### config.mk
export PLATFORM = sky130hd
export DESIGN_NAME = serialiser
export DESIGN_NICKNAME = d
export VERILOG_FILES = /design/src/rtl/serialiser.sv
export SDC_FILE = /design/constraint.sdc
export NUM_CORES = 1
export LEC_CHECK = 0
export BUFFER_PORTS_ARGS = -buffer_cell sky130_fd_sc_hd__buf_2
export CORE_UTILIZATION = 47
export CTS_CLUSTER_SIZE = 10
export DETAILED_ROUTE_END_ITERATION = 16
export PLACE_DENSITY = 0.73
export RECOVER_POWER = 25
export SYNTH_ARGS = -nofsm -noshare
export SYNTH_HDL_FRONTEND = slang
export SYNTH_SLANG_ARGS = --single-unit
### constraint.sdc
create_clock -name clk -period 1.9 [get_ports clk]
set_input_delay 0.285 -clock clk [delete_from_list [all_inputs] [get_ports clk]]
set_output_delay 0.285 -clock clk [all_outputs]
set_load 0.05 [all_outputs]
### src/rtl/serialiser.sv
// Byte-to-bit serialiser for the TX path, with optional odd parity after full bytes.
// Parity insertion is compiled in when SERIALISER_PARITY_EN is defined.
module serialiser #(
    parameter bit LSB_FIRST = 1'b1
) (
    input  logic       clk,
    input  logic       rst,
    input  logic [7:0] in_data,
    input  logic       in_valid,
    input  logic       in_last,
    input  logic [2:0] in_bits,
    output logic       in_ready,
    output logic       out_data,
    output logic       out_valid,
    output logic       out_last,
    input  logic       out_ready,
    output logic       busy
);

`ifdef SERIALISER_PARITY_EN
    typedef enum logic [1:0] {
        S_IDLE   = 2'd0,
        S_DATA   = 2'd1,
        S_PARITY = 2'd2
    } state_t;
`else
    typedef enum logic [1:0] {
        S_IDLE = 2'd0,
        S_DATA = 2'd1
    } state_t;
`endif

    state_t     state_q, state_d;
    logic [7:0] byte_q, byte_d;
    logic       last_q, last_d;
    logic [2:0] bits_q, bits_d;
    logic [2:0] cnt_q, cnt_d;
    logic       busy_q, busy_d;

    logic [2:0] last_idx;
    logic       data_end;
    logic       bit_xfer;
    logic       byte_xfer;
    logic       byte_end;
    logic       sel_bit;

    assign last_idx = (last_q && bits_q != 3'd0) ? bits_q - 3'd1 : 3'd7;
    assign data_end = (state_q == S_DATA) && (cnt_q == last_idx);
    assign bit_xfer = out_valid && out_ready;
    assign sel_bit  = LSB_FIRST ? byte_q[cnt_q] : byte_q[3'd7 - cnt_q];

`ifdef SERIALISER_PARITY_EN
    logic partial;
    assign partial  = last_q && (bits_q != 3'd0);
    // A full byte ends on its parity bit, a partial one on its last data bit.
    assign byte_end = bit_xfer &&
                      ((data_end && partial) || state_q == S_PARITY);
`else
    assign byte_end = bit_xfer && data_end;
`endif

    // Accept the next byte in the same cycle the current one finishes.
    assign in_ready  = !rst && (state_q == S_IDLE || (byte_end && !last_q));
    assign byte_xfer = in_valid && in_ready;
    assign busy      = busy_q;

    always_comb begin
        out_valid = 1'b0;
        out_data  = 1'b0;
        out_last  = 1'b0;
        unique case (state_q)
            S_IDLE: begin
                out_valid = 1'b0;
            end
            S_DATA: begin
                out_valid = 1'b1;
                out_data  = sel_bit;
`ifdef SERIALISER_PARITY_EN
                out_last  = data_end && partial;
`else
                out_last  = data_end && last_q;
`endif
            end
`ifdef SERIALISER_PARITY_EN
            S_PARITY: begin
                out_valid = 1'b1;
                out_data  = ~^byte_q;
                out_last  = last_q;
            end
`endif
            default: begin
                out_valid = 1'b0;
            end
        endcase
    end

    always_comb begin
        state_d = state_q;
        byte_d  = byte_q;
        last_d  = last_q;
        bits_d  = bits_q;
        cnt_d   = cnt_q;
        busy_d  = busy_q;

        if (bit_xfer && state_q == S_DATA && !data_end) begin
            cnt_d = cnt_q + 3'd1;
        end
`ifdef SERIALISER_PARITY_EN
        if (bit_xfer && data_end && !partial) begin
            state_d = S_PARITY;
        end
`endif
        if (byte_end) begin
            state_d = S_IDLE;
            if (last_q) begin
                busy_d = 1'b0;
            end
        end
        if (byte_xfer) begin
            state_d = S_DATA;
            byte_d  = in_data;
            last_d  = in_last;
            bits_d  = in_bits;
            cnt_d   = 3'd0;
            busy_d  = 1'b1;
        end
    end

    always_ff @(posedge clk) begin
        if (rst) begin
            state_q <= S_IDLE;
            byte_q  <= 8'd0;
            last_q  <= 1'b0;
            bits_q  <= 3'd0;
            cnt_q   <= 3'd0;
            busy_q  <= 1'b0;
        end else begin
            state_q <= state_d;
            byte_q  <= byte_d;
            last_q  <= last_d;
            bits_q  <= bits_d;
            cnt_q   <= cnt_d;
            busy_q  <= busy_d;
        end
    end

endmodule
Yosys cells after proc, flatten, opt, wreduce, memory -nomap -nowiden
Index checks and enable logic that the tools add are counted.
{ "word_totals": {"reg_bits": 17, "in_bits": 16, "out_inout_bits": 5} }
{ "op_classes": {"add_sub_neg": 2, "n_lt_le_gt_ge": 1, "eq_ne": 1, "n_mux": 11, "reduce_logical": 20} }
{ "ops": {"columns": ["cell", "n"], "rows": [
  ["1-bit logical AND", 10],
  ["1-bit two-way mux", 9],
  ["3-bit by 4-bit < comparator with 1-bit output, second input constant", 1],
  ["2-bit nonzero test", 2],
  ["3-bit by 1-bit adder with 3-bit output, second input constant", 1],
  ["1-bit binary-select mux with 3-bit select", 1],
  ["3-bit equality test", 1],
  ["1-bit logical NOT", 3],
  ["3-bit two-way mux", 1],
  ["3-bit nonzero test", 1],
  ["3-bit by 1-bit subtractor with 3-bit output, second input constant", 1],
  ["2-bit logical NOT", 1],
  ["2-bit AND reduction", 1],
  ["2-bit OR reduction", 1],
  ["1-bit logical OR", 1]
]} }

Depth between registers and ports, before layout
Gate-level depths: netlist of run 1.
{ "logic_depth": {"ltp_word": 12, "depth_mapped": 9, "depth_no_buf": 8} }

Worst setup path after synthesis of run 1
OpenSTA, ideal clock, no wires.
{ "synth_timing": {"path_kind": "flip-flop to output port", "from": "register bits_q[0]", "to": "output in_ready", "t_arrival_ps": 2238, "setup_slack_ps": -623, "stages_incl_launch_ff": 9, "path_buffers": 0, "cell_sequence": "dfxtp_1 > inv_1 > ha_1 > ha_1 > a22o_1 > mux2i_4 > nand4_1 > o21a_1 > nor2_1"} }
{ "synth_between": {"elab_chain_cells": 9, "word_cells_on_any_way": 10, "classes_between": "add/sub (1); eq/ne (1); mux (1); reduce/logical (7)"} }
{ "synth_lines": {"columns": ["item", "line", "rtl"], "rows": [
  ["start, declared", "36", "logic [2:0] bits_q, bits_d;"],
  ["start signal, assigned", "141", "bits_q <= bits_d;"],
  ["branches (longest 2 deep; another with 3-bit by 1-bit subtractor with 3-bit output)", null, null],
  ["3-bit two-way mux (*)", "47", "assign last_idx = (last_q && bits_q != 3'd0) ? bits_q - 3'd1 : 3'd7;"],
  ["3-bit equality test (*)", "48", "assign data_end = (state_q == S_DATA) && (cnt_q == last_idx);"],
  ["1-bit logical AND (*)", "48", null],
  ["1-bit logical AND (*)", "59", "assign byte_end = bit_xfer && data_end;"],
  ["1-bit logical AND (*)", "63", "assign in_ready = !rst && (state_q == S_IDLE || (byte_end && !last_q));"],
  ["1-bit logical OR (*)", "63", null],
  ["1-bit logical AND (*)", "63", null],
  ["end, declared", "12", "output logic in_ready,"]
]} }
Mark *: on every way between the ends.

Final worst setup path of run 1
Ends and elaborated chain as after synthesis.

==> impl_metrics.toml, run 1 <==
[run_status]
outcome = "complete, but fails checks"
failed_checks = "negative setup slack"

[clock_tree]
cts_htree_levels = 1
cts_tree = "yes"
cts.sinks = 17
cts_root_buf = "clkbuf_4"
clockBufferDepth = 2
path_clk_slew_ps = 100
cts_hold_buf = 0
numCtsBuffers = 3
clkLatencyLatePin_ps = 280

[timing]
finalMaxSlewViolations = 0
hold_viol = 0
post-route-period-util_pct = 122
rsz0062_at_grt = "true"
tightest_slew_ps = 591
skew_ps = 3.56
finalSetupViolCount = 18
max_freq_mhz = 430
finalWorstSetupSlack_ps = -427
finalCriticalPeriod_ps = 2330
max-slew-margin-rel_pct = 60.8

[place]
portBuffers = 20
dp.cells = 153
hpwl_um = 1530
place_congestion = 0.874

[power_and_ir_drop]
ir_drop_v = 0.000421
p_leak_uw = 0.000571
power_density_nw_per_um2 = 578

[floorplan]
die_x_um = 48.2
coreArea_um2 = 1980
ios = 21
die_h_um = 48.2
dieArea_um2 = 2330
rows = 16
start_util_pct = 50.7

[route]
drt_wl_total_um = 2070
vias_per_cell = 4.97
dr.pass1.iters = 4
postRouteAntennaNets = 0
dr.first_iter.drc_count = 12
drc_errors = 0
post_drt_wl_per_cell_um = 13.0
num_vias = 795

[final_layout]
final_nets = 153
syn2layout_area_growth_pct = 32.4
utilization_pct = 67.1
fillerInstances = 157
regArea_um2 = 347
antennaDiodeCount = 0
multiInputGateArea_um2 = 647
drive_above_1_share_pct = 40.6
final-instance-count-excl-fill = 160

[setup_path]
reg2regPathDepth = 11
worst_ep_required_time_ps = 1620
cp-startpoint = "bits_q[0]$_SDFFE_PP0P_"
endpoint_kind = "output port"
start_kind = "register"
timing.rr.start = "bits_q[0]$_SDFFE_PP0P_"
regToRegSetupSlack_ps = -310
critPathKind = "reg -> out"
crit_arrival_ps = 2040
critPathMaxFanout = 3
r2r-end = "byte_q[0]$_SDFFE_PP0P_"

[yosys]
synth_top_area_cell = "dfxtp_1"
syn_nets = 118
synth.avg_cell_area_um2 = 10.1
synth-seq-area-share_pct = 33.9
synth_top_area_share_pct = 33.9
synth_cell_types = 28
synth_seq_cells = 17
yosys-top-cells-area = "dfxtp_1 34%, nand2b_1 15%, mux2i_1 13%"
synth_area_um2 = 1000
yosys_warnings = 0
synth_cells = 99

[job]
max_cap_viol_count = 0

[min_path]
hold_end = "bits_q[2]$_SDFFE_PP0P_"
whs_path_depth = 3
hp-class = "in -> reg"
hold_start = "in_bits[2]"

[global_route]
grt_pass1_vias = 746
antenna_found_initial = 0
grt_max_degree = 30
grt_overflow = 0
grt_usage_pct = 20.0
grt_pass1_wl_um = 3120
-- per-layer routing --
layer  GRT usage [%]  wire (um)  vias to the layer above
met2            35.5       1120                       16
met4            12.8         38                        0
met1            20.9        867                      365
met5               0          0                        -
li1                -          -                      410
met3            4.81         51                        4
-- what timing repair did --
action,CTS,global route
endpoints found under the setup margin,18,18
gates resized for setup,17,2
pin swaps,9,4
buffers inserted,2,1
-- stage by stage --
| stage | hold WS [ps] | setup TNS, ps | setup WS [ps] | instance area [um2] | total power (uW) |
|---|---|---|---|---|---|
| floorplan | 430 | -174 | -174 | 1040 | 516 |
| global placement | 456 | -1590 | -202 | 1230 | 564 |
| detailed placement | 462 | -3140 | -276 | 1230 | 572 |
| CTS | 237 | -3370 | -433 | 1320 | 775 |
| global route | 246 | -6130 | -501 | 1330 | 814 |
| finish | 243 | -4810 | -427 | 1330 | 769 |
-- power by group --
| part | total, uW | switching, uW | internal [uW] |
|---|---|---|---|
| clock network | 190 | 112 | 78.1 |
| logic | 187 | 90.3 | 97.1 |
| registers | 392 | 14.4 | 377 |
| total | 769 | 216 | 552 |
-- how the worst max path moves through the flow --
stage,endpoint,slack (ps),cells after the start
after floorplan,in_ready,-170,8
after global placement,in_ready,-200,9
after detailed placement,in_ready,-280,9
after CTS,in_ready,-430,9
after global routing,in_ready,-500,9
final,in_ready,-430,9
-- registers in the layout, indices dropped and copies added (netlist names) --
register  count
state_q       1
busy          1
bits_q        3
last_q        1
byte_q        8
cnt_q         3
-- Yosys cell counts --
library cell and number:
dfxtp_1 17, o21ai_0 2, a41oi_4 1, inv_1 5, a21oi_1 1, nor2b_1 2, nor3b_2 1, nand3b_1 1
mux2i_4 1, a311oi_1 1, clkbuf_1 3, nand4_1 1, nor2_1 2, o221a_1 1, a31oi_1 2, a22oi_1 1
xnor2_1 3, mux2i_1 13, mux4_1 2, and3_4 1, o21a_1 1, a22o_1 1, nand2_1 4, ha_1 3
and2_1 1, nand2b_1 24, buf_6 2, nor3b_1 2
-- logic make-up (layout without fill, tap and decap cells) --
group           count (synthesis)  count (layout)  share of synthesized area, %
simple gates                   39              39                          24.3
flops                          17              17                          33.9
mux                            16              16                          20.4
compound gates                 11              11                          9.84
buf+inv                        10              44                          5.23
fa+ha+maj                       3               3                          3.74
xor+xnor                        3               3                          2.62
-- area by class of cell --
| class | count | area share, % |
|---|---|---|
| multi-input combinational | 72 | 48.6 |
| timing repair buffer | 35 | 19.3 |
| tap | 27 | 2.54 |
| inverter | 5 | 1.41 |
| clock buffer | 3 | 1.69 |
| sequential | 17 | 26.1 |
| clock inverter | 1 | 0.376 |
-- worst max-delay path: stages, from the launching register on --
cell and delay, ps:
dfxtp_2 350, inv_2 50, ha_4 160, ha_4 150, nand3b_1 220, xnor2_2 210
nand4_1 150, o21a_1 240, nor2_4 90, buf_8 150
-- placed cells by master (no fill, tap or decap), drive strengths merged --
cell / count
a22oi: 1
and3: 1
nand2: 4
a31oi: 2
a21oi: 1
nand2b: 24
clkinv: 1
nor3b: 3
ha: 3
dfxtp: 17
buf: 34
clkbuf: 4
a41oi: 1
o21ai: 2
mux4: 2
a22o: 1
xnor2: 3
nor2: 2
o21a: 1
nand4: 1
a311oi: 1
mux2i: 14
o221a: 1
nor2b: 2
nand3b: 1
and2: 1
inv: 5
(Power assumes the default switching activity.)
==> run 2, diff against run 1 <==
CORE_UTILIZATION = 50   (was 47)
PLACE_DENSITY = 0.74   (was 0.73)
clock period = 2.8 ns   (was 1.9 ns; I/O delays follow)
==> run 2 against run 1 <==
Compared with the run above:
- the run now ends clean
- global-route usage is 2.1 points lower
- count of clock-buffer cells in the layout up 1
- via count down 6.5%
- wire length down 20%
- total power decreased by 36%
- non-clock buffer count is 13 lower
- sequential share of layout area up 3.6 points
- worst hold slack improved by 130 ps
- critical path type unchanged
==> impl_metrics.toml, run 2 (synthesis results as in run 1) <==
[run_status]
outcome = "complete, no violations"

[route]
post_drt_wl_per_cell_um = 11.4
drt_wl_total_um = 1660
vias_per_cell = 5.12
num_vias = 743
drc_errors = 0
dr.pass1.iters = 4
postRouteAntennaNets = 0
dr.first_iter.drc_count = 6

[global_route]
busiest_layer = "met2"
grtUsageMet1_pct = 22.4
grt_pass1_wl_um = 2690
gr-usage-met3_pct = 4.62
antenna_found_initial = 0
grt_usage_pct = 17.9
met2_usage_pct = 28.9
grt_max_degree = 30
grt_pass1_vias = 622
grt_overflow = 0

[clock_tree]
clockBufferDepth = 2
cts_htree_levels = 1
cts_root_buf = "clkbuf_4"
cts.sinks = 17
cts_tree = "yes"
path_clk_slew_ps = 90
numCtsBuffers = 3
clkLatencyLatePin_ps = 280
cts_hold_buf = 0

[place]
place_congestion = 0.791
portBuffers = 20
hpwl_um = 1200
place_area_um2 = 1110
dp_slack_ps = 334

[floorplan]
rows = 15
die_h_um = 46.8
start_util_pct = 55.8
coreArea_um2 = 1800
die_x_um = 46.8
ios = 21
dieArea_um2 = 2190

[setup_path]
crit_slowest_cell = "dfxtp_2"
crit_buf_inv = 2
cp-endpoint = "in_ready"
crit_top_cell = "ha_1"
critPathMaxStageDelay_ps = 360
crit_chain = "inv_1, ha_1, ha_1, a22o_1, mux2i_4, nand4_1, o21a_1, nor2_2, buf_6"
timing.rr.start = "bits_q[0]$_SDFFE_PP0P_"
crit_family = "adder cells"
r2r-end = "byte_q[5]$_SDFFE_PP0P_"
start_kind = "register"
critPathKind = "reg -> out"
cp-startpoint = "bits_q[0]$_SDFFE_PP0P_"
crit_arrival_ps = 2240
endpoint_kind = "output port"
cp.depth = 9
critPathMaxFanout = 4
reg2regPathDepth = 9
regToRegSetupSlack_ps = 580
worst_ep_required_time_ps = 2380

[power_and_ir_drop]
p_leak_uw = 0.000484
ir_drop_v = 0.000237
power_density_nw_per_um2 = 425

[final_layout]
final_common_cell = "nand2b_1"
utilization_pct = 63.9
fin_area_um2 = 1150
drive_above_1_share_pct = 24.2
antennaDiodeCount = 0
fillerInstances = 162
syn2layout_area_growth_pct = 14.6
top_regs = "byte_q (8), bits_q (3), cnt_q (3)"
regArea_um2 = 342
final_cell_mix = "24 x nand2b_1, 17 x buf_2, 16 x dfxtp_1, 13 x mux2i_1, 5 x inv_1"
largest_reg_flops = 8
final_nets = 140
multiInputGateArea_um2 = 614
regMostFlops = "byte_q"

[timing]
max_freq_mhz = 377
skew_ps = 0.872
rsz0062_at_grt = "false"
max-slew-margin-rel_pct = 59.7
post-route-period-util_pct = 94.9
finalSetupTns_ps = 0
finalWorstSetupSlack_ps = 144
finalMaxSlewViolations = 0
hold_viol = 0
finalSetupViolCount = 0
tightest_slew_ps = 607
finalCriticalPeriod_ps = 2660

[min_path]
hp-class = "in -> reg"

[job]
max_cap_viol_count = 0
run 2: area by class of cell:
cell class	count	share of cell area (%)
Tap cell	25	2.72
Timing Repair Buffer	22	10.3
Sequential cell	17	29.7
Clock buffer	4	2.28
Inverter	5	1.63
Multi-Input combinational cell	72	53.4
run 2: how the worst min path moves through the flow:
| stage | start | to | slack (ps) | depth (start not counted) |
|---|---|---|---|---|
| floorplan | byte_q[5]$_SDFFE_PP0P_ | byte_q[5]$_SDFFE_PP0P_ | 450 | 2 |
| global placement | byte_q[6]$_SDFFE_PP0P_ | byte_q[6]$_SDFFE_PP0P_ | 460 | 2 |
| global route | in_bits[2] | bits_q[2]$_SDFFE_PP0P_ | 370 | 3 |
| CTS | in_bits[2] | bits_q[2]$_SDFFE_PP0P_ | 370 | 3 |
| finish | in_data[3] | byte_q[3]$_SDFFE_PP0P_ | 380 | 3 |
| detailed placement | byte_q[7]$_SDFFE_PP0P_ | byte_q[7]$_SDFFE_PP0P_ | 470 | 2 |
run 2: repair_timing:
action,4_1_cts,5_1_grt
resized for setup,1,3
endpoints found under the setup margin,1,1
setup buffers,0,1
pin swaps,0,2
run 2: worst reg2reg max path: stages (launching register included):
cell and delay (ps):
dfxtp_2 360, inv_1 40, ha_1 190, ha_1 180, nand2b_1 190, mux2i_4 220, and3_4 170, a41oi_4 360
buf_4 260, mux2i_1 190
run 2: through the flow:
step	total power, uW	instances	hold WS [ps]
after global placement	363	140	457
final	490	145	376
after detailed placement	367	140	468
after global routing	523	145	373
after CTS	497	144	368
after floorplan	342	99	447
run 2: routing by layer:
metal  routed length, um  share of wire, %  vias to the layer above
li1                    -                 -                      384
met1                 805                49                      337
met2                 768                46                       18
met3                  54               3.3                        4
met4                  29               1.7                        0
met5                   0                 0                        -
run 2: report_power, final:
part	switching (uW)	total [uW]	internal (uW)
logic	48.6	94.0	45.4
registers	11.8	268	256
clock network	72.4	128	55.3
==> run 3, diff against run 2 <==
BUFFER_PORTS_ARGS = -buffer_cell sky130_fd_sc_hd__buf_4   (was -buffer_cell sky130_fd_sc_hd__buf_2)
HOLD_SLACK_MARGIN = 0.15   (was unset)
PLACE_DENSITY = unset   (was 0.74)
PLACE_DENSITY_LB_ADDON = 0.15   (was unset)
==> run 3 against run 2 <==
Compared with the run above:
- register-to-register slack lost 280 ps
- via count is 0.27% lower
- maximum frequency about the same
- final cell count grew 1.4%
- global-route usage up 0.79 points
- sequential power barely moved
- largest cell class unchanged
- highest routed layer unchanged
==> impl_metrics.toml, run 3 (synthesis results as in run 1) <==
[run_status]
outcome = "complete, no violations"

[route]
dr.pass1.iters = 4
num_vias = 741
postRouteAntennaNets = 0
dr.first_iter.drc_count = 9
drc_errors = 0
post_drt_wl_per_cell_um = 11.7
vias_per_cell = 5.04
drt_wl_total_um = 1710

[global_route]
grt_usage_pct = 18.7
antenna_found_initial = 0
grt_overflow = 0
grt_max_degree = 30
grt_pass1_wl_um = 2890
grt_pass1_vias = 668

[setup_path]
critPathMaxStageDelay_ps = 360
crit_slowest_cell = "dfxtp_2"
endpoint_kind = "output port"
critPathMaxFanout = 4
worst_ep_required_time_ps = 2380
crit_arrival_ps = 2240
start_kind = "register"
crit_buf_inv = 2
critPathKind = "reg -> out"
crit_top_cell = "ha_1"
crit_chain = "inv_1, ha_1, ha_1, a22o_1, mux2i_4, nand4_1, o21a_1, nor2_1, buf_6"
crit_family = "adder cells"

[timing]
finalCriticalPeriod_ps = 2660
finalSetupTns_ps = 0
rsz0062_at_grt = "false"
max_freq_mhz = 377
tightest_slew_ps = 592
hold_viol = 0
max-slew-margin-rel_pct = 60.7
finalSetupViolCount = 0
post-route-period-util_pct = 94.8
finalMaxSlewViolations = 0
skew_ps = 1.07

[floorplan]
die_h_um = 46.8
ios = 21
coreArea_um2 = 1800
rows = 15
start_util_pct = 55.8
die_x_um = 46.8
dieArea_um2 = 2190

[final_layout]
antennaDiodeCount = 0
syn2layout_area_growth_pct = 19.8
top_regs = "byte_q (8), bits_q (3), cnt_q (3)"
final_nets = 142
final_cell_mix = "24 x nand2b_1, 21 x buf_4, 16 x dfxtp_1, 13 x mux2i_1, 5 x inv_1"
largest_reg_flops = 8
regMostFlops = "byte_q"
utilization_pct = 66.8
final_common_cell = "nand2b_1"
drive_above_1_share_pct = 26.2

[clock_tree]
cts_htree_levels = 1
cts_root_buf = "clkbuf_4"
clockBufferDepth = 2
path_clk_slew_ps = 100
cts.sinks = 17
numCtsBuffers = 3
cts_hold_buf = 0
clkLatencyLatePin_ps = 280
cts_tree = "yes"

[power_and_ir_drop]
p_leak_uw = 0.000518
clkPwrFrac_pct = 25.4
power.share.combinational_pct = 20.4
seq_power_share_pct = 54.2
power_density_nw_per_um2 = 411
switching_power_uw = 133
ir_drop_v = 0.000287
switching_share_pct = 27.0
p_int_uw = 362

[place]
hpwl_um = 1200
portBuffers = 20
place_congestion = 0.791

[min_path]
hp-class = "in -> reg"

[job]
max_cap_viol_count = 0
==> run 3: cell types whose count changed in the layout (fill, tap and decap cells not counted) <==
cell / change
a41oi_2: +1
a41oi_4: -1
buf_2: -17
buf_4: +19
clkbuf_1: -1
clkinv_2: +1
nor2_1: +1
nor2_2: -1
xnor2_1: -1
xnor2_2: +1
==> run 3: cell type report <==
type | count | area [um2]
timing repair buffer | 24 | 176
multi-input combinational | 72 | 608
sequential | 17 | 342
clock inverter | 1 | 5.00
tap | 25 | 31.3
clock buffer | 3 | 22.5
inverter | 5 | 18.8
fill | 171 | 598
==> run 3: power by group through the flow <==
| stage | Sequential (uW) | Combinational (uW) | Clock (uW) |
|---|---|---|---|
| finish | 268 | 101 | 126 |
| global route | 271 | 111 | 143 |
| CTS | 268 | 102 | 132 |
| detailed placement | 274 | 101 | 0 |
| global placement | 273 | 98.7 | 0 |
| floorplan | 277 | 65.6 | 0 |
==> run 3: path summary, 6_finish.rpt <==
kind	from	end	slack, ps	depth (start not counted)
max	bits_q[0]$_SDFFE_PP0P_	in_ready	140	9
min	in_bits[0]	bits_q[0]$_SDFFE_PP0P_	390	3
max reg2reg	bits_q[0]$_SDFFE_PP0P_	byte_q[7]$_SDFFE_PP0P_	300	10
min reg2reg	byte_q[4]$_SDFFE_PP0P_	byte_q[4]$_SDFFE_PP0P_	480	2
==> run 3: routing by layer <==
metal  track usage (%)  up-vias  part of all wire (%)
met5                 0        -                     0
met4              5.14        0                  0.82
met3              4.62        2                   3.7
met2              31.1       15                    47
met1              24.3      332                    49
li1                  -      392                     -
==> run 3: repair_timing <==
action                     in CTS  in global routing
resized for setup               0                  3
setup endpoints to repair       0                  1
buffers inserted                0                  3
==> run 3: per-stage QoR <==
| step | setup slack [ps] | total power, uW | area (um2) | hold WS, ps | cells |
|---|---|---|---|---|---|
| 2_1_floorplan | 142 | 342 | 1000 | 447 | 99 |
| 3_3_place_gp | 469 | 372 | 1160 | 457 | 140 |
| 3_5_place_dp | 368 | 375 | 1160 | 467 | 140 |
| 4_1_cts | 21.8 | 502 | 1190 | 383 | 144 |
| 5_1_grt | 27.9 | 525 | 1200 | 386 | 147 |
| 6_report | 145 | 495 | 1200 | 390 | 147 |
==> run 3: worst min-delay path, delay by kind of cell <==
family	cells	cell delay, ps
buffers and inverters	1	110
and+or+nand+nor	1	50
muxes	1	60
